## config.mk

```make
export PLATFORM = sky130hd
export DESIGN_NAME = spi_m_shift
export DESIGN_NICKNAME = d
export VERILOG_FILES = /design/src/rtl/spi_pkg.sv /design/src/rtl/spi_shift_reg.sv /design/src/rtl/spi_m_shift.sv
export SDC_FILE = /design/constraint.sdc
export NUM_CORES = 1
export LEC_CHECK = 0
export ABC_AREA = 1
export CORE_UTILIZATION = 50
export DETAILED_ROUTE_END_ITERATION = 6
export PLACE_DENSITY = 0.77
export RECOVER_POWER = 25
export SETUP_SLACK_MARGIN = 0.1
export SYNTH_ARGS = -nofsm -noshare
export SYNTH_HDL_FRONTEND = slang
export SYNTH_SLANG_ARGS = --single-unit
```

## constraint.sdc

```tcl
create_clock -name i_clk -period 1.5 [get_ports i_clk]
set_input_delay 0.45 -clock i_clk [delete_from_list [all_inputs] [get_ports i_clk]]
set_output_delay 0.45 -clock i_clk [all_outputs]
set_load 0.05 [all_outputs]
```

## src/rtl/spi_pkg.sv

```systemverilog
// spi_pkg: shared FSM state type and SPI mode encoding for the SPI master shifter.
package spi_pkg;

   typedef enum logic [1:0] {
      IDLE  = 2'd0,
      SHIFT = 2'd1,
      DONE  = 2'd2
   } state_t;

   localparam logic [1:0] SPI_MODE0 = 2'd0;
   localparam logic [1:0] SPI_MODE1 = 2'd1;
   localparam logic [1:0] SPI_MODE2 = 2'd2;
   localparam logic [1:0] SPI_MODE3 = 2'd3;

   localparam int CPHA_BIT = 0;
   localparam int CPOL_BIT = 1;

endpackage

```

## src/rtl/spi_shift_reg.sv

```systemverilog
// spi_shift_reg: parallel-load shift register; MSB_FIRST picks which end is serial out,
// and serial in enters at the opposite end so a full word lands in natural bit order.
module spi_shift_reg #(
   parameter int DATA_W    = 8,
   parameter bit MSB_FIRST = 1'b1
) (
   input  logic              clk,
   input  logic              rst,
   input  logic              load,
   input  logic [DATA_W-1:0] load_data,
   input  logic              shift_en,
   input  logic              serial_in,
   output logic              serial_out,
   output logic [DATA_W-1:0] q
);

   always_ff @(posedge clk) begin
      if (rst) begin
         q <= '0;
      end else if (load) begin
         q <= load_data;
      end else if (shift_en) begin
         if (MSB_FIRST) q <= {q[DATA_W-2:0], serial_in};
         else           q <= {serial_in, q[DATA_W-1:1]};
      end
   end

   assign serial_out = MSB_FIRST ? q[DATA_W-1] : q[0];

endmodule

```

## src/rtl/spi_m_shift.sv

```systemverilog
// spi_m_shift: SPI master data path driven by the clock generator's edge strobes.
// Define SPI_M_LOOPBACK_EN to add i_loopback (RX samples MOSI, slave stays deselected).
module spi_m_shift
   import spi_pkg::*;
#(
   parameter int DATA_W    = 8,
   parameter bit MSB_FIRST = 1'b1
) (
   input  logic              i_clk,
   input  logic              i_rst,
   input  logic [1:0]        i_mode,
   input  logic              i_tx_valid,
   input  logic [DATA_W-1:0] i_tx_data,
   output logic              o_tx_ready,
   input  logic              i_leading_edge,
   input  logic              i_trailing_edge,
   input  logic              i_miso,
`ifdef SPI_M_LOOPBACK_EN
   input  logic              i_loopback,
`endif
   output logic              o_mosi,
   output logic              o_ss_n,
   output logic [DATA_W-1:0] o_rx_data,
   output logic              o_rx_valid,
   output logic              o_busy
);

   localparam int CNT_W = $clog2(DATA_W + 1);
   localparam logic [CNT_W-1:0] CNT_FULL = CNT_W'(DATA_W);
   localparam logic [CNT_W-1:0] CNT_LAST = CNT_W'(DATA_W - 1);

   state_t           state, state_nxt;
   logic [1:0]       mode_q;
   logic             cpha;
   logic             unused_cpol;
   logic             lpbk_in, lpbk_q;
   logic [CNT_W-1:0] bit_cnt;
   logic             mosi_en;
   logic             accept;
   logic             lead, trail;
   logic             tx_shift, rx_shift, cnt_inc, drive_first;
   logic             tx_sout, sample_bit;
   logic [DATA_W-1:0] rx_q;
   logic [DATA_W-1:0] tx_q_unused;
   logic             rx_sout_unused;

`ifdef SPI_M_LOOPBACK_EN
   assign lpbk_in = i_loopback;
`else
   assign lpbk_in = 1'b0;
`endif

   assign accept      = i_tx_valid & o_tx_ready;
   assign cpha        = mode_q[CPHA_BIT];
   assign unused_cpol = mode_q[CPOL_BIT];
   // A trailing strobe coinciding with a leading one is an upstream error; drop it.
   assign lead  = i_leading_edge;
   assign trail = i_trailing_edge & ~i_leading_edge;

   assign o_tx_ready = (state == IDLE);
   assign o_mosi     = (state == SHIFT) & mosi_en & tx_sout;
   assign sample_bit = lpbk_q ? o_mosi : i_miso;

   always_ff @(posedge i_clk) begin
      if (i_rst) state <= IDLE;
      else       state <= state_nxt;
   end

   always_comb begin
      state_nxt   = state;
      tx_shift    = 1'b0;
      rx_shift    = 1'b0;
      cnt_inc     = 1'b0;
      drive_first = 1'b0;
      case (state)
         IDLE: begin
            if (accept) state_nxt = SHIFT;
         end
         SHIFT: begin
            if (!cpha) begin
               if (lead) begin
                  if (bit_cnt < CNT_FULL) begin
                     rx_shift = 1'b1;
                     cnt_inc  = 1'b1;
                  end
               end else if (trail) begin
                  if (bit_cnt < CNT_FULL) tx_shift  = 1'b1;
                  else                    state_nxt = DONE;
               end
            end else begin
               // First leading strobe exposes the already-loaded first bit.
               if (lead) begin
                  if (mosi_en) tx_shift    = 1'b1;
                  else         drive_first = 1'b1;
               end else if (trail) begin
                  rx_shift = 1'b1;
                  cnt_inc  = 1'b1;
                  if (bit_cnt == CNT_LAST) state_nxt = DONE;
               end
            end
         end
         DONE:    state_nxt = IDLE;
         default: state_nxt = IDLE;
      endcase
   end

   always_ff @(posedge i_clk) begin
      if (i_rst) begin
         mode_q     <= '0;
         lpbk_q     <= 1'b0;
         bit_cnt    <= '0;
         mosi_en    <= 1'b0;
         o_ss_n     <= 1'b1;
         o_busy     <= 1'b0;
         o_rx_data  <= '0;
         o_rx_valid <= 1'b0;
      end else begin
         o_rx_valid <= (state == DONE);
         if (accept) begin
            mode_q  <= i_mode;
            lpbk_q  <= lpbk_in;
            bit_cnt <= '0;
            mosi_en <= ~i_mode[CPHA_BIT];
            o_ss_n  <= lpbk_in;
            o_busy  <= 1'b1;
         end else begin
            if (cnt_inc)     bit_cnt <= bit_cnt + CNT_W'(1);
            if (drive_first) mosi_en <= 1'b1;
         end
         if (state == DONE) begin
            o_rx_data <= rx_q;
            o_ss_n    <= 1'b1;
            o_busy    <= 1'b0;
            mosi_en   <= 1'b0;
         end
      end
   end

   spi_shift_reg #(.DATA_W(DATA_W), .MSB_FIRST(MSB_FIRST)) u_tx_sr (
      .clk        (i_clk),
      .rst        (i_rst),
      .load       (accept),
      .load_data  (i_tx_data),
      .shift_en   (tx_shift),
      .serial_in  (1'b0),
      .serial_out (tx_sout),
      .q          (tx_q_unused)
   );

   spi_shift_reg #(.DATA_W(DATA_W), .MSB_FIRST(MSB_FIRST)) u_rx_sr (
      .clk        (i_clk),
      .rst        (i_rst),
      .load       (accept),
      .load_data  ('0),
      .shift_en   (rx_shift),
      .serial_in  (sample_bit),
      .serial_out (rx_sout_unused),
      .q          (rx_q)
   );

endmodule

```

==> flow_summary.toml, run 1 <==
[sta]
whs_ps = 496.2
max_clock_freq_mhz = 619.3
worstMarginPinSlew_ps = 290.6
setup_viol_count_final = 7
fin_crit_ps = 1615
drv_slew = 0
setup_ws_ps = -114.7
period_share_pct = 107.6
slew_headroom_pct = 80.56
rsz0062_at_grt = "yes"
hold_violations = 0
finalClockSkew_ps = 7.779

[worst_hold_path]
hp-start = "o_ss_n"
hp-class = "reg -> reg"
worstHoldEndpoint = "o_ss_n"
holdPathStages = 2

[power_and_ir_drop]
p_int_mw = 1.814
ir_drop_mv = 1.028
switching_share_pct = 28.81
p_seq_share_pct = 41.2
power.density_nw_per_um2 = 1117
p_leak_nw = 1.025
clkPwrFrac_pct = 32.9
combinationalPowerShare_pct = 25.9
switchingPower_mw = 0.7344

[logic_synthesis]
synth_cell_types = 32
synth_area_um2 = 1491
synth_cells = 189
ys_seq_area_share_pct = 46.98
synth_top_area_cell = "dfxtp_1"
ys_seq_elements = 35
syn_avg_cell_area_um2 = 7.891
yosys_warnings = 0
yosysTopAreaCellShare_pct = 46.98
synth_fp_nets = 206
synth_area_leaders = "dfxtp_1, nor2_1, nand2_1"

[worst_setup_path]
worstPathArrival_ps = 1160
critPathCaptureType = "primary output"
critPathKind = "reg -> out"
worstRegToRegCells = 8
cp_max_fo = 2
cp_data_required_time_ps = 1050
reg2reg_from = "state[0]"
critPathLaunchType = "flip-flop"
worst_r2r_endpoint = "u_rx_sr.q[3]"
rrSetupSlack_ps = 90

[global_routing]
grt_first_pass_wirelength_mm = 6.134
grt_max_degree = 18
antenna_found_initial = 0
grt_pass1_vias = 1390
grt_util_all_layers_pct = 24.77
grt-ovfl-total = 0

[floorplanning]
die_h_um = 56.62
die_area_um2 = 3205
fp-row-count = 19
die_x_um = 56.62
initial_core_util_pct = 53.62
core_area_um2 = 2781
io_pins = 29

[place]
dp.cells = 258
gp_congestion = 0.8495
dpl_worst_slack_ps = -234.7
hpwl_mm = 2.477
place.port_buffers = 27

[drt]
drt-total-wl_mm = 3.954
ant_nets = 0
via_per_inst = 5.456
routed-via-count = 1495
drtPass1Iterations = 4
drt_iter0_markers = 85
route.detailed.drc = 0
wl_per_cell_um = 14.43

[run_status]
outcome = "complete, but fails checks"
violations = "setup timing"

[cts]
cts_made_buffers = 5
path_clk_slew_ps = 110
clkLatencyLatePin_ps = 340
clock_sinks = 35
root_buffer = "clkbuf_4"
clockBufferDepth = 2
cts_tree = "yes"
htree_levels = 2

[cells_and_area]
layout.cells.non_filler = 274
diodes = 0
drive_above_1_share_pct = 29.63
layout.nets = 259
area_growth_syn_to_layout_pct = 53.02
fin_util_pct = 82.05

[run]
maxCapViolations = 0
cell usage in the layout (no fill, tap or decap), drive strengths merged:
| cell type | synthesis | layout |
|---|---|---|
| dlygate4sd3 | 0 | 2 |
| inv | 18 | 19 |
| a22o | 8 | 8 |
| dfxtp | 35 | 35 |
| o21a | 1 | 1 |
| o22ai | 1 | 1 |
| xor2 | 1 | 1 |
| bufinv | 0 | 2 |
| nand4 | 10 | 10 |
| a31oi | 1 | 1 |
| nand2 | 33 | 33 |
| nand3 | 6 | 6 |
| clkdlybuf4s50 | 0 | 11 |
| o21ai | 17 | 17 |
| a21oi | 3 | 3 |
| clkinv | 1 | 1 |
| nor2 | 44 | 44 |
| buf | 4 | 35 |
| dlymetal6s2s | 0 | 1 |
| ha | 1 | 1 |
| nor3 | 3 | 3 |
| clkbuf | 1 | 7 |
| xnor2 | 1 | 1 |
critical path, cell delays in order, from the launching register on:
cell and delay, ps:
dfxtp_2 340, inv_1 80, nor3_4 230, buf_12 170
power by group through the flow:
stage / registers (mW) / logic (mW) / clock network, mW
2_1_floorplan: 1.09 / 0.321 / 0
3_3_place_gp: 1.06 / 0.529 / 0
3_5_place_dp: 1.07 / 0.547 / 0
4_1_cts: 1.05 / 0.593 / 0.850
5_1_grt: 1.06 / 0.715 / 0.889
6_report: 1.05 / 0.661 / 0.838
worst max-delay path by stage:
stage,from,to,slack (ps),cells after the start
2_1_floorplan,state[0],o_mosi,70,2
3_3_place_gp,i_trailing_edge,u_rx_sr.q[2],-200,8
5_1_grt,mosi_en,o_mosi,-150,3
6_report,mosi_en,o_mosi,-110,3
4_1_cts,state[1],o_mosi,-120,4
3_5_place_dp,i_trailing_edge,u_rx_sr.q[3],-230,8
cells in the mapped netlist (all sizes together):
| cell type | number |
|---|---|
| nor3 | 3 |
| a21oi | 3 |
| clkbuf | 1 |
| clkinv | 1 |
| buf | 4 |
| a31oi | 1 |
| ha | 1 |
| o21a | 1 |
| nand2 | 33 |
| o21ai | 17 |
| inv | 18 |
| dfxtp | 35 |
| nand3 | 6 |
| a22o | 8 |
| xor2 | 1 |
| xnor2 | 1 |
| nor2 | 44 |
| nand4 | 10 |
| o22ai | 1 |
flip-flops by register name, summed over array words and instances (netlist names):
register	cells
bit_cnt	4
mode_q	1
mosi_en	1
o_busy	1
o_rx_data	8
o_rx_valid	1
o_ss_n	1
state	2
u_rx_sr.q	8
u_tx_sr.q	8
area by class of cell:
type,count,area (um^2)
inverters,19,86.33
flip-flops and latches,35,706.9
repair buffers,50,603.1
clock buffers,6,41.29
repair inverters,1,8.758
fillers,162,499.2
well taps,31,38.79
clock inverters,2,60.06
multi-input cells,130,737.0
routing by layer:
layer	wire [um]	up-vias	track usage (%)	part of all wire [%]
met1	1649	698	28.68	42
met3	246	12	6.682	6.2
li1	-	725	-	-
met5	0	-	0	0
met4	102	0	9.059	2.6
met2	1956	60	43.36	49
per-stage QoR:
step                total power [mW]  setup TNS, ps  instance area [um^2]
finish                         2.549         -277.4                  2282
global route                   2.661         -837.3                  2282
CTS                            2.488         -203.9                  2183
detailed placement             1.615          -5380                  2027
global placement               1.592          -4608                  2027
floorplan                      1.408              0                  1508
cell families after synthesis:
| kind of cell | count (synthesis) | synth area share [%] |
|---|---|---|
| AND/OR/NAND/NOR | 96 | 30.37 |
| flip-flops | 35 | 46.98 |
| AO/OA/AOI/OAI | 31 | 13.00 |
| buffers and inverters | 24 | 7.634 |
| XOR/XNOR | 2 | 1.175 |
| adder cells (fa/ha/maj) | 1 | 0.8388 |
timing repair:
item | 4_1_cts | 5_1_grt
gates cloned | 0 | 1
buffers inserted | 5 | 3
hold buffers | 0 | 0
resized for setup | 7 | 25
endpoints found under the setup margin | 2 | 20
pin swaps | 3 | 11
No activity file was read; power rests on OpenSTA's default activity.
==> run 2, diff against run 1 <==
--- a/config.mk
+++ b/config.mk
@@ -6,9 +6,8 @@
 export NUM_CORES = 1
 export LEC_CHECK = 0
 export ABC_AREA = 1
-export CORE_UTILIZATION = 50
+export CORE_UTILIZATION = 30
 export DETAILED_ROUTE_END_ITERATION = 6
-export PLACE_DENSITY = 0.77
 export RECOVER_POWER = 25
 export SETUP_SLACK_MARGIN = 0.1
 export SYNTH_ARGS = -nofsm -noshare
==> run 2 against run 1 <==
The flow still finishes with violations (setup timing); critical path depth is 1 higher; total power decreased by 11%; global-route usage is 10 points lower; largest cell class is now registers; clock-buffer cell count is 1 lower.
==> flow_summary.toml, run 2 (synthesis results as in run 1) <==
[run_status]
outcome = "complete, but fails checks"
violations = "setup timing"

[cells_and_area]
area_growth_syn_to_layout_pct = 45.72
diodes = 0
layout.nets = 256
fin_area_um2 = 2173
layout.cells.non_filler = 307
mostFrequentLayoutCells = "nor2_1, dfxtp_1, nand2_1"
fill_cells = 508
reg_top3 = "o_rx_data: 8 flops, u_rx_sr.q: 8 flops, u_tx_sr.q: 8 flops"
drive_above_1_share_pct = 26.25
fin_util_pct = 45.71
final_common_cell = "nor2_1"

[power_and_ir_drop]
switchingPower_mw = 0.7243
ir_drop_mv = 0.5119
switching_share_pct = 31.76
combinationalPowerShare_pct = 23.8
p_seq_share_pct = 45.7
p_int_mw = 1.556
p_leak_nw = 0.9657
power_mw = 2.280
clkPwrFrac_pct = 30.5
power.density_nw_per_um2 = 1049

[worst_setup_path]
cp_max_fo = 3
cpMaxStageDelayCell = "dfxtp_2"
critPathCaptureType = "primary output"
crit_family = "flip-flops"
worstPathArrival_ps = 1090
critPathKind = "reg -> out"
worstRegToRegCells = 8
path_cells = "inv_2 > nand2_4 > nor3_4 > buf_12"
max_stage_delay_ps = 330
crit_cells = 4
reg2reg_from = "state[1]"
startpoint = "state[1]"
critPathLaunchType = "flip-flop"
worst_r2r_endpoint = "u_tx_sr.q[7]"
path_buf_inv = 2
cp_data_required_time_ps = 1050
critPathCapture = "o_mosi"
rrSetupSlack_ps = 40

[cts]
clock_sinks = 35
clockBufferDepth = 2
clkLatencyLatePin_ps = 290
htree_levels = 2
root_buffer = "clkbuf_8"
path_clk_slew_ps = 70
cts_tree = "yes"
cts_made_buffers = 5

[sta]
finalClockSkew_ps = 5.646
worstMarginPinSlew_ps = 277.3
rsz0062_at_grt = "yes"
period_share_pct = 102.8
setup_ws_ps = -41.79
drv_slew = 0
whs_ps = 450.7
max_clock_freq_mhz = 648.6
fin_crit_ps = 1542
slew_headroom_pct = 81.32
hold_violations = 0
setup_viol_count_final = 2
tns_ps = -47.91

[place]
placed_cell_area_um2 = 2079
gp_congestion = 0.7879
hpwl_mm = 2.302
dpl_worst_slack_ps = -233.2
place.port_buffers = 27
dp.cells = 295

[worst_hold_path]
hp-class = "reg -> reg"

[drt]
ant_nets = 0
drt-total-wl_mm = 3.305
drtPass1Iterations = 4
via_per_inst = 4.410
drt_iter0_markers = 59
routed-via-count = 1354
route.detailed.drc = 0
wl_per_cell_um = 10.77

[global_routing]
use_met2_pct = 22.85
grt_max_degree = 18
grt_use_met1_pct = 17.97
grt_pass1_vias = 1322
grt-ovfl-total = 0
top_usage_layer = "met2"
grt_util_all_layers_pct = 14.51
antenna_found_initial = 0
grtUsageMet3_pct = 6.528
grt_first_pass_wirelength_mm = 5.865

[floorplanning]
die_h_um = 72.51
die_x_um = 72.51
io_pins = 29
die_area_um2 = 5258
core_area_um2 = 4755
fp-row-count = 25
initial_core_util_pct = 31.37

[run]
maxCapViolations = 0
==> run 2: cell types whose count changed in the layout (fill, tap and decap cells not counted), moves of 3 or more <==
cell      before  now
buf_4         14   18
clkbuf_4       5    0
buf_12        13   10
buf_6          8    1
clkbuf_2       1    4
clkbuf_8       0    5
==> run 2: area by class of cell <==
type / count / area, um^2 / share of cell area (%)
inverter: 19 / 73.82 / 3.397
clock buffer: 5 / 68.82 / 3.166
sequential: 35 / 705.7 / 32.47
tap: 67 / 83.83 / 3.857
timing repair buffer: 48 / 515.5 / 23.72
multi-input combinational: 130 / 705.7 / 32.47
clock inverter: 3 / 20.02 / 0.9211
==> run 2: worst reg2reg max path: cells and delay by family, from the launching register on <==
| kind | cells | cell delay, ps |
|---|---|---|
| simple gates | 5 | 560 |
| buf+inv | 2 | 440 |
| flops | 1 | 330 |
| compound gates | 1 | 80 |
==> run 2: power by group through the flow <==
stage          sequential (mW)  clock (mW)  combinational, mW
3_3_place_gp              1.07           0              0.538
5_1_grt                   1.05       0.759              0.605
3_5_place_dp              1.07           0              0.542
6_report                  1.04       0.695              0.543
2_1_floorplan             1.09           0              0.321
4_1_cts                   1.05       0.717              0.562
==> run 2: how the worst min path moves through the flow <==
stage	start	to	slack, ps	cells past startpoint
2_1_floorplan	u_rx_sr.q[7]	o_rx_data[7]	450	1
3_3_place_gp	u_rx_sr.q[7]	o_rx_data[7]	470	1
3_5_place_dp	u_rx_sr.q[7]	o_rx_data[7]	470	1
4_1_cts	o_ss_n	o_ss_n	490	2
5_1_grt	o_ss_n	o_ss_n	480	2
6_report	o_ss_n	o_ss_n	450	2
==> run 2: layer usage <==
layer | vias up | wire (um)
met2 | 20 | 1476
met4 | 0 | 33
met3 | 4 | 204
met1 | 610 | 1591
met5 | - | 0
li1 | 720 | -
==> run 2: repair_timing <==
action | CTS | global route
hold buffers | 0 | 0
endpoints found under the setup margin | 7 | 22
gates resized for setup | 6 | 8
pin swaps | 1 | 5
buffers inserted | 2 | 2
endpoints found under the hold margin | 0 | 0
==> run 3, diff against run 2 <==
--- a/config.mk
+++ b/config.mk
@@ -6,6 +6,7 @@
 export NUM_CORES = 1
 export LEC_CHECK = 0
 export ABC_AREA = 1
+export ABC_CLOCK_PERIOD_IN_PS = 1410
 export CORE_UTILIZATION = 30
 export DETAILED_ROUTE_END_ITERATION = 6
 export RECOVER_POWER = 25
==> constraint.sdc (replaced) <==
create_clock -name i_clk -period 1.41 [get_ports i_clk]
set_input_delay 0.423 -clock i_clk [delete_from_list [all_inputs] [get_ports i_clk]]
set_output_delay 0.423 -clock i_clk [all_outputs]
set_load 0.05 [all_outputs]
==> run 3 against run 2 <==
The flow still finishes with violations (setup timing); non-clock buffer count up 1; global-route usage up 0.092 points; first-iteration DRC count down 12%; routed wire length up 7.1%; worst hold slack worse by 5.0 ps; utilization up 4.9 points; register-to-register slack about the same; critical path depth unchanged; via count up 2.7%; die area unchanged; sequential power up 7%; total power up 23%; highest routed layer unchanged.
==> flow_summary.toml, run 3 (synthesis results as in run 1) <==
[run_status]
outcome = "complete, but fails checks"
violations = "setup timing"

[drt]
drt_iter0_markers = 52
via_per_inst = 4.484
drtPass1Iterations = 4
drt-total-wl_mm = 3.541
route.detailed.drc = 0
wl_per_cell_um = 11.42
routed-via-count = 1390
ant_nets = 0

[global_routing]
grt_first_pass_wirelength_mm = 5.761
grt_pass1_vias = 1250
grt_util_all_layers_pct = 14.60
antenna_found_initial = 0
grt_max_degree = 18
grt-ovfl-total = 0

[worst_hold_path]
hp-class = "in -> reg"

[cells_and_area]
final_common_cell = "nor2_1"
reg_top3 = "o_rx_data: 8 flops, u_rx_sr.q: 8 flops, u_tx_sr.q: 8 flops"
fill_cells = 467
fin_area_um2 = 2407
layout.cells.non_filler = 310
area_growth_syn_to_layout_pct = 61.41
diodes = 0
fin_util_pct = 50.63
drive_above_1_share_pct = 31.69
mostFrequentLayoutCells = "nor2_1, dfxtp_1, nand2_1"
layout.nets = 259

[worst_setup_path]
cp_max_fo = 3
path_buf_inv = 2
crit_family = "flip-flops"
worstPathArrival_ps = 1070
cp_data_required_time_ps = 990
path_cells = "inv_4 > nand2_4 > nor3_4 > buf_12"
critPathLaunchType = "flip-flop"
cpMaxStageDelayCell = "dfxtp_4"
max_stage_delay_ps = 360
critPathCaptureType = "primary output"
critPathKind = "reg -> out"

[sta]
finalClockSkew_ps = 4.951
hold_violations = 0
drv_slew = 0
rsz0062_at_grt = "yes"
period_share_pct = 106.0
max_clock_freq_mhz = 669.1
slew_headroom_pct = 67.67
setup_viol_count_final = 2
whs_ps = 445.7
worstMarginPinSlew_ps = 485.0
fin_crit_ps = 1495
setup_ws_ps = -84.52

[floorplanning]
core_area_um2 = 4755
fp-row-count = 25
die_h_um = 72.51
io_pins = 29
initial_core_util_pct = 31.37
die_area_um2 = 5258
die_x_um = 72.51

[place]
hpwl_mm = 2.260
gp_congestion = 0.7670
dp.cells = 292
dpl_worst_slack_ps = -414.3
place.port_buffers = 27
placed_cell_area_um2 = 2090

[cts]
clkLatencyLatePin_ps = 290
cts_made_buffers = 5
ctsHoldBuffers = 0
cts_tree = "yes"
clock_sinks = 35
path_clk_slew_ps = 70
root_buffer = "clkbuf_8"
clockBufferDepth = 2
htree_levels = 2

[power_and_ir_drop]
ir_drop_mv = 0.5966
p_leak_nw = 1.051
power.density_nw_per_um2 = 1168

[run]
maxCapViolations = 0
-- run 3: changes by cell type in the layout (fill, tap and decap cells not counted), sizes merged --
cell           previous run  this run
buf                      29        34
clkbuf                   10         7
dlygate4sd2               0         2
bufinv                    0         1
clkdlybuf4s50            11        10
clkinv                    2         1
clkinvlp                  2         1
dlygate4sd3               1         0
inv                      18        19
nand2                    33        34
-- run 3: path summary, 6_finish.rpt --
path | from | endpoint | slack [ps] | cells after the start
min | i_rst | u_tx_sr.q[0] | 450 | 2
max reg2reg | state[0] | o_rx_data[7] | 40 | 4
min reg2reg | o_ss_n | o_ss_n | 480 | 2
max | state[1] | o_mosi | -80 | 4
-- run 3: timing repair --
action / CTS / global route
resized for setup: 19 / 18
endpoints found under the hold margin: 0 / 0
gates cloned: 1 / 1
setup endpoints to repair: 22 / 26
pin swaps: 6 / 3
buffers inserted: 8 / 0
-- run 3: where the power goes --
| group | internal [mW] | total, mW | leakage [nW] | switching (mW) |
|---|---|---|---|---|
| combinational | 0.312 | 0.696 | 0.701 | 0.384 |
| sequential | 1.07 | 1.11 | 0.287 | 0.0490 |
| clock | 0.634 | 1.00 | 0.0626 | 0.367 |
| total | 2.01 | 2.81 | 1.05 | 0.800 |
-- run 3: final cells by class --
class | instances | area (um^2) | share of cell area (%)
Sequential cell | 35 | 709.4 | 29.47
Multi-Input combinational cell | 131 | 780.7 | 32.43
Inverter | 19 | 91.34 | 3.794
Tap cell | 67 | 83.83 | 3.482
Timing Repair inverter | 1 | 11.26 | 0.4678
Clock buffer | 6 | 93.84 | 3.898
Clock inverter | 2 | 37.54 | 1.559
Timing Repair Buffer | 49 | 599.3 | 24.90
-- run 3: metal layers --
layer  track usage (%)  vias up  part of all wire [%]
met4             8.497        0                   2.7
met1             19.59      629                    48
met5                 0        -                     0
li1                  -      729                     -
met3             4.167        8                   4.3
met2             20.77       24                    45
-- run 3: stage by stage --
stage,setup TNS [ps],power (mW)
after floorplan,0,1.509
after global placement,-8910,1.710
after detailed placement,-9320,1.714
after CTS,-175.5,2.791
after global routing,-476.7,2.947
final,-137.7,2.811
